--- src/rtl/fnd_scan_controller.sv ---
// Four-digit FND scan driver: prescaled digit stepping, frame-latched value/dp,
// and registered select/nibble/dp/blank outputs that always change together.
module fnd_scan_controller #(
  parameter int TICK_DIV      = 100_000,
  parameter bit BLANK_LEADING = 1'b1
) (
  input  logic        i_clk,
  input  logic        i_reset,
  input  logic        i_enable,
  input  logic [15:0] i_value,
  input  logic [3:0]  i_dpMask,
  output logic [1:0]  o_select,
  output logic [3:0]  o_digitValue,
  output logic        o_dp,
  output logic        o_blank,
  output logic        o_frameStart
);

  localparam int PS_W = (TICK_DIV > 1) ? $clog2(TICK_DIV) : 1;
  localparam logic [PS_W-1:0] PS_LAST = PS_W'(TICK_DIV - 1);

  typedef enum logic [1:0] {S0 = 2'd0, S1 = 2'd1, S2 = 2'd2, S3 = 2'd3} scan_state_t;

  scan_state_t     state_q, state_d;
  logic [PS_W-1:0] presc_q, presc_d;
  logic [15:0]     shadow_val_q, shadow_val_d;
  logic [3:0]      shadow_dp_q, shadow_dp_d;
  logic [3:0]      digit_q, digit_d;
  logic            dp_q, dp_d;
  logic            blank_q, blank_d;
  logic            frame_q, frame_d;

  logic            tick;
  logic            wrap;
  logic [15:0]     src_val;
  logic [3:0]      src_dp;

  function automatic logic [3:0] nibble_of(input logic [15:0] val, input logic [1:0] sel);
    return val[{sel, 2'b00} +: 4];
  endfunction

  // A digit is dark only when it and every more-significant nibble are zero.
  function automatic logic blank_of(input logic [15:0] val, input logic [1:0] sel);
    logic b;
    case (sel)
      2'd1:    b = (val[15:4] == 12'h000);
      2'd2:    b = (val[15:8] == 8'h00);
      2'd3:    b = (val[15:12] == 4'h0);
      default: b = 1'b0;
    endcase
    return b && (BLANK_LEADING != 1'b0);
  endfunction

  assign tick    = i_enable && (presc_q == PS_LAST);
  assign wrap    = tick && (state_q == S3);
  assign src_val = wrap ? i_value : shadow_val_q;
  assign src_dp  = wrap ? i_dpMask : shadow_dp_q;

  always_comb begin
    state_d      = state_q;
    presc_d      = presc_q;
    shadow_val_d = shadow_val_q;
    shadow_dp_d  = shadow_dp_q;
    digit_d      = digit_q;
    dp_d         = dp_q;
    blank_d      = blank_q;
    frame_d      = 1'b0;

    if (i_enable) begin
      presc_d = (presc_q == PS_LAST) ? '0 : presc_q + PS_W'(1);
    end

    if (tick) begin
      case (state_q)
        S0:      state_d = S1;
        S1:      state_d = S2;
        S2:      state_d = S3;
        default: state_d = S0;
      endcase
      digit_d = nibble_of(src_val, state_d);
      dp_d    = src_dp[state_d];
      blank_d = blank_of(src_val, state_d);
    end

    if (wrap) begin
      shadow_val_d = i_value;
      shadow_dp_d  = i_dpMask;
      frame_d      = 1'b1;
    end
  end

  always_ff @(posedge i_clk) begin
    if (i_reset) begin
      state_q      <= S0;
      presc_q      <= '0;
      shadow_val_q <= '0;
      shadow_dp_q  <= '0;
      digit_q      <= '0;
      dp_q         <= 1'b0;
      blank_q      <= 1'b0;
      frame_q      <= 1'b0;
    end else begin
      state_q      <= state_d;
      presc_q      <= presc_d;
      shadow_val_q <= shadow_val_d;
      shadow_dp_q  <= shadow_dp_d;
      digit_q      <= digit_d;
      dp_q         <= dp_d;
      blank_q      <= blank_d;
      frame_q      <= frame_d;
    end
  end

  assign o_select     = state_q;
  assign o_digitValue = digit_q;
  assign o_dp         = dp_q;
  assign o_blank      = blank_q;
  assign o_frameStart = frame_q;

endmodule
--- config.mk ---
export PLATFORM = sky130hd
export DESIGN_NAME = fnd_scan_controller
export DESIGN_NICKNAME = d
export VERILOG_FILES = /design/src/rtl/fnd_scan_controller.sv
export SDC_FILE = /design/constraint.sdc
export NUM_CORES = 1
export LEC_CHECK = 0
export BUFFER_PORTS_ARGS = -buffer_cell sky130_fd_sc_hd__clkbuf_2
export CORE_MARGIN = 2
export CORE_UTILIZATION = 35
export CTS_BUF_LIST = sky130_fd_sc_hd__clkbuf_4
export DETAILED_ROUTE_END_ITERATION = 12
export SYNTH_ARGS = -nofsm -noshare
export SYNTH_HDL_FRONTEND = slang
export SYNTH_SLANG_ARGS = --single-unit
--- constraint.sdc ---
create_clock -name i_clk -period 2.34 [get_ports i_clk]
set_clock_uncertainty 0.2 [all_clocks]
set_input_delay 0.234 -clock i_clk [delete_from_list [all_inputs] [get_ports i_clk]]
set_output_delay 0.234 -clock i_clk [all_outputs]
set_load 0.005 [all_outputs]
# Yosys cells after proc, flatten, opt, wreduce, memory -nomap -nowiden
# Cells that the tools add are included.
classes:
  shift: 1
  n_mux: 9
  magnitude_cmp: 1
  n_reduce_logical: 6
  n_addsub: 1
  eq_ne: 7
op_table:
  columns: ["op", "count"]
  rows:
  - ["17-bit by 1-bit adder with 17-bit output (second input constant)", 1]
  - ["17-bit equality test (second input constant)", 1]
  - ["17-bit 2-to-1 mux", 1]
  - ["16-bit 2-to-1 mux", 1]
  - ["16-bit by 5-bit variable part select with 4-bit output", 1]
  - ["12-bit logical NOT", 1]
  - ["2-bit equality test (second input constant)", 4]
  - ["8-bit logical NOT", 1]
  - ["2-bit case mux with 3 select lines", 1]
  - ["2-bit by 1-bit equality test with 1-bit output (second input constant)", 2]
  - ["4-bit logical NOT", 1]
  - ["4-bit 2-to-1 mux", 1]
  - ["2-bit by 3-bit < comparator with 1-bit output (second input constant)", 1]
  - ["1-bit case mux with 3 select lines", 1]
  - ["1-bit binary-select mux with 2-bit select", 1]
  - ["1-bit logical AND", 2]
  - ["2-bit logical NOT", 1]
  - ["1-bit 2-to-1 mux", 2]
  - ["2-bit 2-to-1 mux", 1]
word_totals:
  elab_cells: 33
  output_inout_bits: 9
  inputBits: 23
  ff_bits: 46

# Longest topological paths before layout
depth:
  ltp_word: 6
  ltp_mapped: 9

# Worst setup path before layout
# No wires, ideal clock.
synth_path:
  path_kind: "reg2reg"
  startpoint: "register state_q[0], in the netlist o_select[0]"
  endpoint: "register digit_q[0], in the netlist o_digitValue[0]"
  setup_time_ns: 0.137
  required_time_ns: 2.003
  setup_slack_ns: 0.063
  period_less_slack_ns: 2.277
  path_buffers: 1
  t_arrival_ns: 1.940
  stages_incl_launch_ff: 8
  path_cell_list: "dfxtp_1 inv_1 ha_1 nor2_1 buf_2 mux4_2 mux2i_1 a211oi_2"
synth_via:
  elab_chain_len: 4
  word_cells_on_any_way: 9
  cone_classes: "eq/ne: 3; shift: 1; mux: 3; reduce/logical: 2"
synth_rtl:
  columns: ["item", "line_no", "rtl"]
  rows:
  - ["start, declared", "24", "scan_state_t state_q, state_d;"]
  - ["start signal, assigned", "103", "state_q <= state_d;"]
  - ["2-bit equality test (tied with other cells)", "74", "case (state_q)"]
  - ["2-bit case mux with 3 select lines or 1-bit logical AND (tied branches)", "74, 55", null]
  - ["2-bit 2-to-1 mux or 16-bit 2-to-1 mux (tied branches)", null, null]
  - ["16-bit by 5-bit variable part select with 4-bit output *", "39", "return val[{sel, 2'b00} +: 4];"]
  - ["end signal, assigned", "107", "digit_q <= digit_d;"]
  - ["end, declared", "28", "logic [3:0] digit_q, digit_d;"]
# Mark *: on every way between the ends. The rest lies on a longest branch, timed or not. The select of a mux whose other input is x is not followed.
# A chain may end at the register's enable or synchronous reset.

# Worst setup path after layout
layout_path:
  startpoint: "register presc_q[11]"
  endpoint: "register blank_q, in the netlist o_blank"
layout_via:
  elab_chain_len: 6
  word_cells_on_any_way: 8
  cone_classes: "eq/ne: 1; mux: 2; reduce/logical: 5"
layout_rtl:
  columns: ["item", "line_no", "rtl"]
  rows:
  - ["start, declared", "25", "logic [PS_W-1:0] presc_q, presc_d;"]
  - ["start signal, assigned", "104", "presc_q <= presc_d;"]
  - ["17-bit equality test *", "54", "assign tick = i_enable && (presc_q == PS_LAST);"]
  - ["1-bit logical AND *", "54", null]
  - ["1-bit logical AND", "55", "assign wrap = tick && (state_q == S3);"]
  - ["16-bit 2-to-1 mux", null, null]
  - ["12-bit logical NOT (tied with other cells)", "46", "2'd1: b = (val[15:4] == 12'h000);"]
  - ["1-bit case mux with 3 select lines", "45", "case (sel)"]
  - ["end signal, assigned", "109", "blank_q <= blank_d;"]
  - ["end, declared", "30", "logic blank_q, blank_d;"]
# Mark *: on every way between the ends. The rest lies on a longest branch, timed or not.

==> flow_metrics.py <==
metrics = {
    "grt": {
        "antenna_found_initial": 0,
        "grt_max_degree": 32,
        "grt_overflow": 0,
        "grt_util_all_layers_pct": 15.6,
        "grt_pass1_wl_um": 9050,
        "grt_pass1_vias": 1918,
    },
    "timing": {
        "setup_tns_ps": 0,
        "slew_headroom_pct": 69.6,
        "worst_hold_slack_ps": 136,
        "period_minus_slack_ps": 2200,
        "drv_slew": 0,
        "rsz0062_at_grt": "false",
        "hold_viol": 0,
        "fin_crit_sh_pct": 93.9,
        "report.final.setup_viol": 0,
        "fmax_mhz": 455,
        "worstMarginPinSlew_ps": 456,
    },
    "placement": {
        "portBuffers": 31,
        "placed_cell_area_mm2": 0.00255,
        "dpl.hpwl_um": 3810,
        "gp_congestion": 0.846,
    },
    "worst_setup_path": {
        "critPathKind": "flop to flop",
        "worstPathArrival_ps": 2240,
        "critical-path-slowest-cell": "or4_4",
        "cp_cell_sequence": "or4_4 -> nor3_4 -> buf_6 -> a211oi_1 -> o311ai_1 -> a21oi_1",
        "crit_path_start_kind": "flop",
        "reg2regPathDepth": 6,
        "crit_required_ps": 2380,
        "r2r_setup_slack_ps": 140,
        "end_kind": "flop",
        "path_max_fanout": 23,
        "slowest_delay_ps": 550,
        "timing.rr.start": "presc_q[11]",
        "r2r-end": "o_blank",
    },
    "run": {
        "cap_violations": 0,
    },
    "pwr": {
        "finalPower_mw": 1.25,
        "p_per_area_mw_per_mm2": 443,
        "leakagePower_nw": 1.02,
        "irDropWorstVdd_v": 0.000180,
    },
    "logic_synthesis": {
        "synthDistinctLibCells": 29,
        "yosysMostFrequentCell": "dfxtp_1",
        "synth_seq_cells": 46,
        "async_flop_share_pct": 0,
        "netlist.area_leader.share_pct": 40.2,
        "netlist_instances": 251,
        "synth_top_area_cell": "dfxtp_1",
        "synth_edf_count": 0,
        "synthesis.nets": 282,
        "netlist_top_cells_area": "dfxtp_1, mux4_2, nand3_1",
        "netlist_area_mm2": 0.00229,
        "yosys_most_used_dff": "dfxtp_1",
        "yosys-top-cells-count": "dfxtp_1, nor2_1, nand2_1",
        "syn_avg_cell_area_um2": 9.13,
        "yosys_warnings": 0,
        "ys_seq_area_share_pct": 40.2,
    },
    "clock_tree": {
        "cts.sinks": 46,
        "cts_root_buf": "clkbuf_4",
        "cts.reportedPaths.clkPinSlew_ps": 120,
        "cts_tree": "built",
        "cts.htree.levels": 2,
        "clk_latency_ps": 360,
        "clockBufferDepth": 2,
        "cts_made_buffers": 5,
    },
    "layout": {
        "multi_input_area_mm2": 0.00127,
        "final_area_mm2": 0.00282,
        "ff_latch_area_um2": 922,
        "nFillCells": 606,
        "drive_gt1_share_pct": 22.0,
        "area_growth_pct": 23.2,
        "n_antenna_cell": 0,
        "nets": 335,
    },
    "routing": {
        "route.detailed.drc": 0,
        "drtPass1Iterations": 4,
        "first_iter_violations": 113,
        "routed_wl_um": 5350,
        "wl_per_cell_um": 14.0,
        "via_per_inst": 5.18,
        "via_count": 1980,
        "ant_nets": 0,
    },
    "status": {
        "status": "completed",
    },
    "floorplanning": {
        "die_area_mm2": 0.00721,
        "start_util_pct": 36.1,
        "die_x_um": 84.9,
        "placementRows": 29,
        "die_y_um": 84.9,
        "core_mm2": 0.00635,
        "ios": 32,
    },
    "hold_path": {
        "min_delay_path_depth": 4,
        "worstHoldPathType": "input pin to flop",
        "hold_path_end": "presc_q[13]",
        "hold_start": "i_reset",
    },
}
cell type report:
| class | instances | area share, % |
|---|---|---|
| repair buffers | 63 | 16.4 |
| clock inverters | 2 | 0.310 |
| inverters | 4 | 0.532 |
| clock buffers | 6 | 1.60 |
| multi-input cells | 184 | 45.1 |
| flip-flops and latches | 46 | 32.7 |
| well taps | 77 | 3.41 |
timing repair:
action	CTS	global route
setup buffers	0	0
hold buffers	21	0
resized for setup	0	3
endpoints found under the setup margin	0	5
endpoints found under the hold margin	21	0
routing by layer:
layer	wire length, µm	vias to the layer above	global-route usage [%]	share of wire (%)
li1	-	992	-	-
met1	2490	909	21.1	46
met2	2440	66	24.0	46
met3	314	13	3.60	5.9
met4	112	0	6.35	2.1
met5	0	-	0	0
stage by stage:
step	utilization [%]	instances	setup WS, ps
2_1_floorplan	-	251	63.1
3_3_place_gp	40.2	353	63.5
3_5_place_dp	40.2	353	59.0
4_1_cts	44.4	382	13.3
5_1_grt	44.5	382	1.18
6_report	44.5	382	144
registers in the layout, indices dropped and copies added, names as in the netlist:
| name | flops |
|---|---|
| presc_q | 17 |
| shadow_val_q | 16 |
| o_digitValue | 4 |
| shadow_dp_q | 4 |
| o_select | 2 |
| o_blank | 1 |
| o_dp | 1 |
| o_frameStart | 1 |
worst max-delay path by stage:
stage                     depth (start not counted)  slack (ps)         from              end
after floorplan                                   7          60  o_select[0]  o_digitValue[0]
after detailed placement                          6          60  presc_q[11]          o_blank
after global routing                              6           1  presc_q[11]             o_dp
final                                             6         140  presc_q[11]          o_blank
after global placement                            6          60  presc_q[11]          o_blank
after CTS                                         6          10  presc_q[11]          o_blank
cells in the final DEF (no fill, tap or decap), types with 2 or more instances in the layout:
cell type | Yosys | layout
clkbuf_4 | 0 | 6
or4_1 | 2 | 2
a21oi_1 | 24 | 24
dlygate4sd3_1 | 0 | 21
nand4_1 | 4 | 4
and3_1 | 6 | 6
clkbuf_2 | 0 | 31
xnor2_1 | 10 | 10
nor2_1 | 32 | 32
nor3_1 | 3 | 2
ha_1 | 8 | 8
mux4_2 | 10 | 10
inv_1 | 4 | 4
nand3_1 | 25 | 25
a211oi_1 | 3 | 3
a211oi_2 | 4 | 4
mux2i_1 | 7 | 7
nand2_1 | 28 | 28
buf_4 | 2 | 9
dfxtp_1 | 46 | 45
nor4_1 | 5 | 5
xor2_1 | 6 | 6
where the power goes:
part	internal [mW]	switching (mW)	total [mW]	leakage [nW]
sequential	0.787	0.00336	0.790	0.371
clock	0.125	0.246	0.371	0.0331
combinational	0.0508	0.0406	0.0915	0.615
total	0.962	0.290	1.25	1.02
cells by family (layout without fill, tap and decap cells):
family                     count (synthesis)  in the layout  share of synthesized area [%]
muxes                                     17             17                           12.9
and+or+nand+nor                          111            111                           23.1
buffers and inverters                     21             75                           4.53
AOI/OAI and AO/OA                         32             32                           8.79
DFF                                       46             46                           40.2
xor gates and xnor gates                  16             16                           6.11
adders and majority gates                  8              8                           4.37
worst max-delay path, delay by kind of cell, from the launching register on:
family,cells,cell delay [ps]
compound gates,3,520
simple gates,2,770
buf+inv,1,230
flops,1,360
Power figures use the tool's default switching activity.
